==> config.mk <==
export PLATFORM = sky130hd
export DESIGN_NAME = maxpool_relu_2x2
export DESIGN_NICKNAME = d
export VERILOG_FILES = /design/src/rtl/maxpool_relu_2x2_pkg.sv /design/src/rtl/maxpool_relu_2x2_ch.sv /design/src/rtl/maxpool_relu_2x2.sv
export SDC_FILE = /design/constraint.sdc
export NUM_CORES = 1
export LEC_CHECK = 0
export ABC_AREA = 0
export BUFFER_PORTS_ARGS = -buffer_cell sky130_fd_sc_hd__buf_2
export CAP_MARGIN = 20
export CORE_MARGIN = 3
export CORE_UTILIZATION = 35
export CTS_BUF_LIST = sky130_fd_sc_hd__clkbuf_8
export CTS_CLUSTER_SIZE = 16
export DETAILED_ROUTE_END_ITERATION = 10
export SYNTH_ARGS = -nofsm -noshare
export SYNTH_HDL_FRONTEND = slang
export SYNTH_SLANG_ARGS = --single-unit
==> constraint.sdc <==
create_clock -name clk -period 4.6 [get_ports clk]
set_input_delay 0 -clock clk [delete_from_list [all_inputs] [get_ports clk]]
set_output_delay 0 -clock clk [all_outputs]
set_load 0.05 [all_outputs]
==> src/rtl/maxpool_relu_2x2_pkg.sv <==
// Shared CNN feature-map constants used by the conv and pooling stages.
package maxpool_relu_2x2_pkg;

    localparam int CNN_WIDTH    = 24;
    localparam int CNN_HEIGHT   = 24;
    localparam int CNN_DATA_BIT = 12;

    function automatic int half_dim(input int n);
        return n / 2;
    endfunction

    localparam int CNN_POOL_WIDTH  = half_dim(CNN_WIDTH);
    localparam int CNN_POOL_HEIGHT = half_dim(CNN_HEIGHT);

endpackage

==> src/rtl/maxpool_relu_2x2_ch.sv <==
// One pooling channel: horizontal pair latch, half-width line buffer,
// signed 2x2 max and ReLU with a registered output.
module maxpool_ch
    import maxpool_relu_2x2_pkg::*;
#(
    parameter int DATA_BIT = CNN_DATA_BIT,
    parameter int LB_DEPTH = CNN_POOL_WIDTH,
    parameter int AW       = 4
)(
    input  logic                       clk,
    input  logic                       rst,
    input  logic                       valid_in,
    input  logic                       col_odd,
    input  logic                       row_odd,
    input  logic [AW-1:0]              lb_addr,
    input  logic signed [DATA_BIT-1:0] pix_in,
    output logic [DATA_BIT-1:0]        pool_out
);

    function automatic logic signed [DATA_BIT-1:0] smax(
        input logic signed [DATA_BIT-1:0] a,
        input logic signed [DATA_BIT-1:0] b
    );
        return (a > b) ? a : b;
    endfunction

    logic signed [DATA_BIT-1:0] latch_r;
    logic signed [DATA_BIT-1:0] lbuf_r [LB_DEPTH];
    logic signed [DATA_BIT-1:0] hmax_s;
    logic signed [DATA_BIT-1:0] lb_rd_s;
    logic signed [DATA_BIT-1:0] pmax_s;
    logic signed [DATA_BIT-1:0] relu_s;
    logic        [DATA_BIT-1:0] pool_out_r;

    // Horizontal and vertical max, then clamp negatives to zero
    always_comb begin
        hmax_s  = smax(latch_r, pix_in);
        lb_rd_s = lbuf_r[lb_addr];
        pmax_s  = smax(lb_rd_s, hmax_s);
        if (pmax_s[DATA_BIT-1]) begin
            relu_s = {DATA_BIT{1'b0}};
        end else begin
            relu_s = pmax_s;
        end
    end

    // Even-column sample latch
    always_ff @(posedge clk) begin
        if (rst) begin
            latch_r <= {DATA_BIT{1'b0}};
        end else if (valid_in && !col_odd) begin
            latch_r <= pix_in;
        end
    end

    // Line buffer is written before it is read in every frame, so it has no reset
    always_ff @(posedge clk) begin
        if (valid_in && col_odd && !row_odd) begin
            lbuf_r[lb_addr] <= hmax_s;
        end
    end

    // Output register holds its value between windows
    always_ff @(posedge clk) begin
        if (rst) begin
            pool_out_r <= {DATA_BIT{1'b0}};
        end else if (valid_in && col_odd && row_odd) begin
            pool_out_r <= relu_s;
        end
    end

    assign pool_out = pool_out_r;

endmodule

==> src/rtl/maxpool_relu_2x2.sv <==
// 2x2 stride-2 max pooling with ReLU over three conv channels in lock-step.
// Shared raster counters drive three identical per-channel pooling slices.
module maxpool_relu_2x2
    import maxpool_relu_2x2_pkg::*;
#(
    parameter int WIDTH    = CNN_WIDTH,
    parameter int HEIGHT   = CNN_HEIGHT,
    parameter int DATA_BIT = CNN_DATA_BIT
)(
    input  logic                       clk,
    input  logic                       rst,
    input  logic                       valid_in,
    input  logic signed [DATA_BIT-1:0] conv_in_1,
    input  logic signed [DATA_BIT-1:0] conv_in_2,
    input  logic signed [DATA_BIT-1:0] conv_in_3,
    output logic [DATA_BIT-1:0]        pool_out_1,
    output logic [DATA_BIT-1:0]        pool_out_2,
    output logic [DATA_BIT-1:0]        pool_out_3,
    output logic                       valid_out
);

    localparam int CW       = (WIDTH  > 1) ? $clog2(WIDTH)     : 1;
    localparam int RW       = (HEIGHT > 1) ? $clog2(HEIGHT)    : 1;
    localparam int AW       = (WIDTH  > 2) ? $clog2(WIDTH / 2) : 1;
    localparam int LB_DEPTH = half_dim(WIDTH);
    localparam logic [CW-1:0] COL_LAST = CW'(WIDTH - 1);
    localparam logic [RW-1:0] ROW_LAST = RW'(HEIGHT - 1);

    logic [CW-1:0] col_r;
    logic [RW-1:0] row_r;
    logic          valid_out_r;
    logic          col_odd_s;
    logic          row_odd_s;
    logic          fire_s;
    logic [AW-1:0] lb_addr_s;

    // Decode window position from the raster counters
    always_comb begin
        col_odd_s = col_r[0];
        row_odd_s = row_r[0];
        lb_addr_s = AW'(col_r >> 1);
        fire_s    = valid_in & col_odd_s & row_odd_s;
    end

    // Raster counters advance only on valid pixels; frames wrap with no gap
    always_ff @(posedge clk) begin
        if (rst) begin
            col_r       <= {CW{1'b0}};
            row_r       <= {RW{1'b0}};
            valid_out_r <= 1'b0;
        end else begin
            valid_out_r <= fire_s;
            if (valid_in) begin
                if (col_r == COL_LAST) begin
                    col_r <= {CW{1'b0}};
                    if (row_r == ROW_LAST) begin
                        row_r <= {RW{1'b0}};
                    end else begin
                        row_r <= row_r + RW'(1);
                    end
                end else begin
                    col_r <= col_r + CW'(1);
                end
            end
        end
    end

    assign valid_out = valid_out_r;

    maxpool_ch #(.DATA_BIT(DATA_BIT), .LB_DEPTH(LB_DEPTH), .AW(AW)) u_ch1 (
        .clk(clk), .rst(rst), .valid_in(valid_in), .col_odd(col_odd_s),
        .row_odd(row_odd_s), .lb_addr(lb_addr_s), .pix_in(conv_in_1), .pool_out(pool_out_1)
    );

    maxpool_ch #(.DATA_BIT(DATA_BIT), .LB_DEPTH(LB_DEPTH), .AW(AW)) u_ch2 (
        .clk(clk), .rst(rst), .valid_in(valid_in), .col_odd(col_odd_s),
        .row_odd(row_odd_s), .lb_addr(lb_addr_s), .pix_in(conv_in_2), .pool_out(pool_out_2)
    );

    maxpool_ch #(.DATA_BIT(DATA_BIT), .LB_DEPTH(LB_DEPTH), .AW(AW)) u_ch3 (
        .clk(clk), .rst(rst), .valid_in(valid_in), .col_odd(col_odd_s),
        .row_odd(row_odd_s), .lb_addr(lb_addr_s), .pix_in(conv_in_3), .pool_out(pool_out_3)
    );

endmodule
==> run summary <==
For this design the top-level I/O count stands at 76. TritonCTS built the clock tree. The sort of element at the start of the critical path is a flip-flop. The maximum vdd ir drop is approximately 0.21 mV.

The iteration count of the initial detailed-routing pass came out at 5. The largest incremental delay on the critical path is approximately 0.76 ns. The die area is 0.0667 mm^2. The final max-slew violation count is 0.

The number of CTS-inserted buffers came out at between 80 and 90. The via count of the first global-routing pass is approximately 14k. For this design the ratio of total power to cell area is a little under 400 mW/mm^2. Dividing the detail-routed wire length by the instance count gives 20.8 um. The final design instance area without fill is roughly 0.026 mm^2. The normalized max-slew margin came out at 27.2%. In this run the static leakage power is slightly above 0.009 uW. The number of flops mapped to enable cells by yosys came out at 432. The share of flip-flops with an asynchronous set or reset is 0%. The tree is rooted in a sky130_fd_sc_hd__clkbuf_8. The overall routing resource usage is ~16%. The data arrival time of the critical path is about 4.9 ns. For this configuration, the core starts out at a cell density of 35.7%. The type of destination of the critical path is a flip-flop.

The placeable core area is 0.0623 mm^2. The count of final setup violators is 0. The critical path's slowest cell is sky130_fd_sc_hd__o31ai_2.

For the finished layout, the period the worst path requires is ~4.4 ns. The portion of the post-synthesis area used by sequential elements came out at 65.8%. The total length of routed wires came out at 54000 um.

The number of buffers between clock root and the deepest sink came out at 3. The distinct cell type count after synthesis came out at 69. Yosys attributes the largest share of cell area to sky130_fd_sc_hd__edfxtp_1, sky130_fd_sc_hd__mux4_2, sky130_fd_sc_hd__dfxtp_1. The mean instance size in the synthesized netlist is between 15 and 20 um^2. The synthesized flop and latch total is about 520.

The total negative slack for setup checks is 0 ns. The worst slack on hold paths is 0.177 ns. In this run the vertical extent of the chip is around 260 um.

The initial antenna violation count is 3. The count of maximum capacitance violations came out at 0. The path class of the tightest hold or removal check is input port to flip-flop. In this run the remaining antenna-violating nets after routing total 0. After detailed routing, the number of remaining DRC violations is 0. sky130_fd_sc_hd__edfxtp_1 is the most common cell in the netlist.

The site row count came out at 91. The area of placed instances came out at roughly 0.024 mm^2. The filler cell count in the final layout is between 5k and 6k. The number of warnings issued by yosys is 0. The clock insertion delay at the later pin of the skew report came out at ~0.66 ns. The utilization after layout is 42.4%.

The post-synthesis cell count is 1471. Of all cell types, the one taking the most synthesized area is sky130_fd_sc_hd__edfxtp_1. The H-tree depth came out at 3. By count the netlist is led by sky130_fd_sc_hd__edfxtp_1, sky130_fd_sc_hd__nand2_1, sky130_fd_sc_hd__mux4_2. The average via count per standard cell came out at around 5.2. The routability-driven placement congestion ratio is around 0.83. The starting DRC count in detailed routing came out at between 900 and 1k. The first-pass GRT wire length is 83500 um.

The actual slew at the worst max-slew pin came out at 1.09 ns. The critical path is of the flip-flop to flip-flop type. The worst path required time is around 5 ns. The final-stage net count came out at 1792. Walking the worst path, the cells encountered are ha_1 -> a21oi_1 -> o221ai_1 -> o31ai_2 -> mux2i_1 -> ha_1 -> inv_1 -> o21a_1 -> a211o_1 -> a221oi_1 -> o21ai_0 -> nand4_1 -> nand2_1 -> buf_4 -> mux2i_1. The number of port buffers is roughly 70. The global route total overflow came out at 0.

The clock transition at the registers of the reported paths came out at about 0.060 ns. The flow ran to the end, and the final reports show no timing, DRC or antenna violations. From synthesis to final layout, the design area changed by 18.7%. The HPWL after detailed placement is 33400 um. The cell area that synthesis handed to floorplanning was roughly 0.022 mm^2. Counting both buffers and inverters, the worst setup path holds a total of 2.

Setup repair after global routing left no endpoint under its margin. The share of final-layout standard cells stronger than drive strength 1 is 21.8%. Of the post-synthesis cell area, the dominant cell type holds around three fifths. For this block, the via count after detailed routing is 13.5k. The die is between 200 and 300 um wide.

The number of setup buffers added after CTS came out at 0. The final hold violation count came to 0. The maximum number of pins on one net before global-route repair came out at approximately 50. For the final database, setup skew stands at around 0.034 ns.

The CTS sink count is slightly above 500. The most used flip-flop cell after synthesis is sky130_fd_sc_hd__edfxtp_1. Among cell families on the critical path, the largest total delay comes from compound AO/OA/AOI/OAI gates.

In this run the worst path has a maximum fanout of 12. The fmax is 228 MHz. The final critical-path share of the clock period came out at between 90 and 100%.
==> state kept, by name (all words and copies together), names as in the netlist, named ones only <==
register	flops
u_ch1.latch_r	12
u_ch2.latch_r	12
u_ch3.pool_out	11
u_ch1.lbuf_r	144
u_ch1.pool_out	11
u_ch3.latch_r	12
valid_out	1
row_r	5
col_r	5
u_ch2.lbuf_r	144
u_ch3.lbuf_r	144
u_ch2.pool_out	11
==> stage by stage <==
stage / power, uW / cells / worst slack [ns]
2_1_floorplan: 6020 / 1473 / 0.00333
3_3_place_gp: 6290 / 2354 / 0.210
3_5_place_dp: 6320 / 2355 / 0.0833
4_1_cts: 10400 / 2599 / 0.0443
5_1_grt: 10700 / 2599 / 0.00846
6_report: 10300 / 2600 / 0.213
==> per-layer routing <==
metal	vias up	part of all wire, %	track usage, %
li1	6122	-	-
met1	6930	44	21.5
met2	338	49	27.5
met3	64	5.3	3.09
met4	2	1.6	4.90
met5	-	0.022	0
==> cells by family after synthesis <==
group,count (synthesis),share of synthesized area (%)
adder cells (fa/ha/maj),67,3.75
AND/OR/NAND/NOR,298,6.05
multiplexers,187,13.9
XOR/XNOR,7,0.275
AO/OA/AOI/OAI,231,7.13
flip-flops,516,65.8
buffers and inverters,164,3.01
other,1,0.0168
==> path summary, 6_finish.rpt <==
kind | startpoint | endpoint | slack (ns) | depth (start not counted)
worst max-delay path | u_ch3.latch_r[9] | u_ch3.pool_out[9] | 0.21 | 15
worst min-delay path | conv_in_3[10] | u_ch3.latch_r[10] | 0.18 | 4
worst max register to register | u_ch3.latch_r[9] | u_ch3.pool_out[9] | 0.21 | 15
worst min register to register | u_ch2.latch_r[1] | u_ch2.latch_r[1] | 0.49 | 2
==> cell type report <==
class	instances	area, um^2	area share, %
Timing Repair Buffer	194	1550	5.86
Antenna cell	1	2.50	0.00947
Clock buffer	96	1320	5.00
Tap cell	837	1050	3.96
Sequential cell	516	14700	55.5
Inverter	94	353	1.34
Clock inverter	69	385	1.46
Multi-Input combinational cell	793	7090	26.8
==> power by group <==
| group | leakage (uW) | internal [uW] | total [uW] | switching (uW) |
|---|---|---|---|---|
| registers | 0.00463 | 5220 | 5260 | 40.5 |
| clock network | 0.000944 | 2100 | 3960 | 1860 |
| logic | 0.00365 | 413 | 1030 | 618 |
==> worst min-delay path, delay by kind of cell <==
| family | cells | cell delay, ns |
|---|---|---|
| compound gates | 1 | 0.05 |
| buf+inv | 2 | 0.67 |
| simple gates | 1 | 0.06 |
==> layout by cell type (no fill, tap or decap), drive strengths merged, types with 13 or more instances in the layout <==
master	n
ha	65
inv	118
clkinv	38
o221ai	23
mux2i	78
nor2b	16
nor2	56
clkbuf	96
a21oi	93
nand4	13
o21a	23
nand2	148
mux4	97
dfxtp	84
o21ai	29
nand3	16
buf	115
dlygate4sd3	79
edfxtp	432
==> repair_timing <==
item | in CTS | in global routing
endpoints found under the hold margin | 183 | 0
setup endpoints to repair | 0 | 22
hold buffers | 79 | 0
gates resized for setup | 0 | 8
No activity file was read; power rests on OpenSTA's default activity.
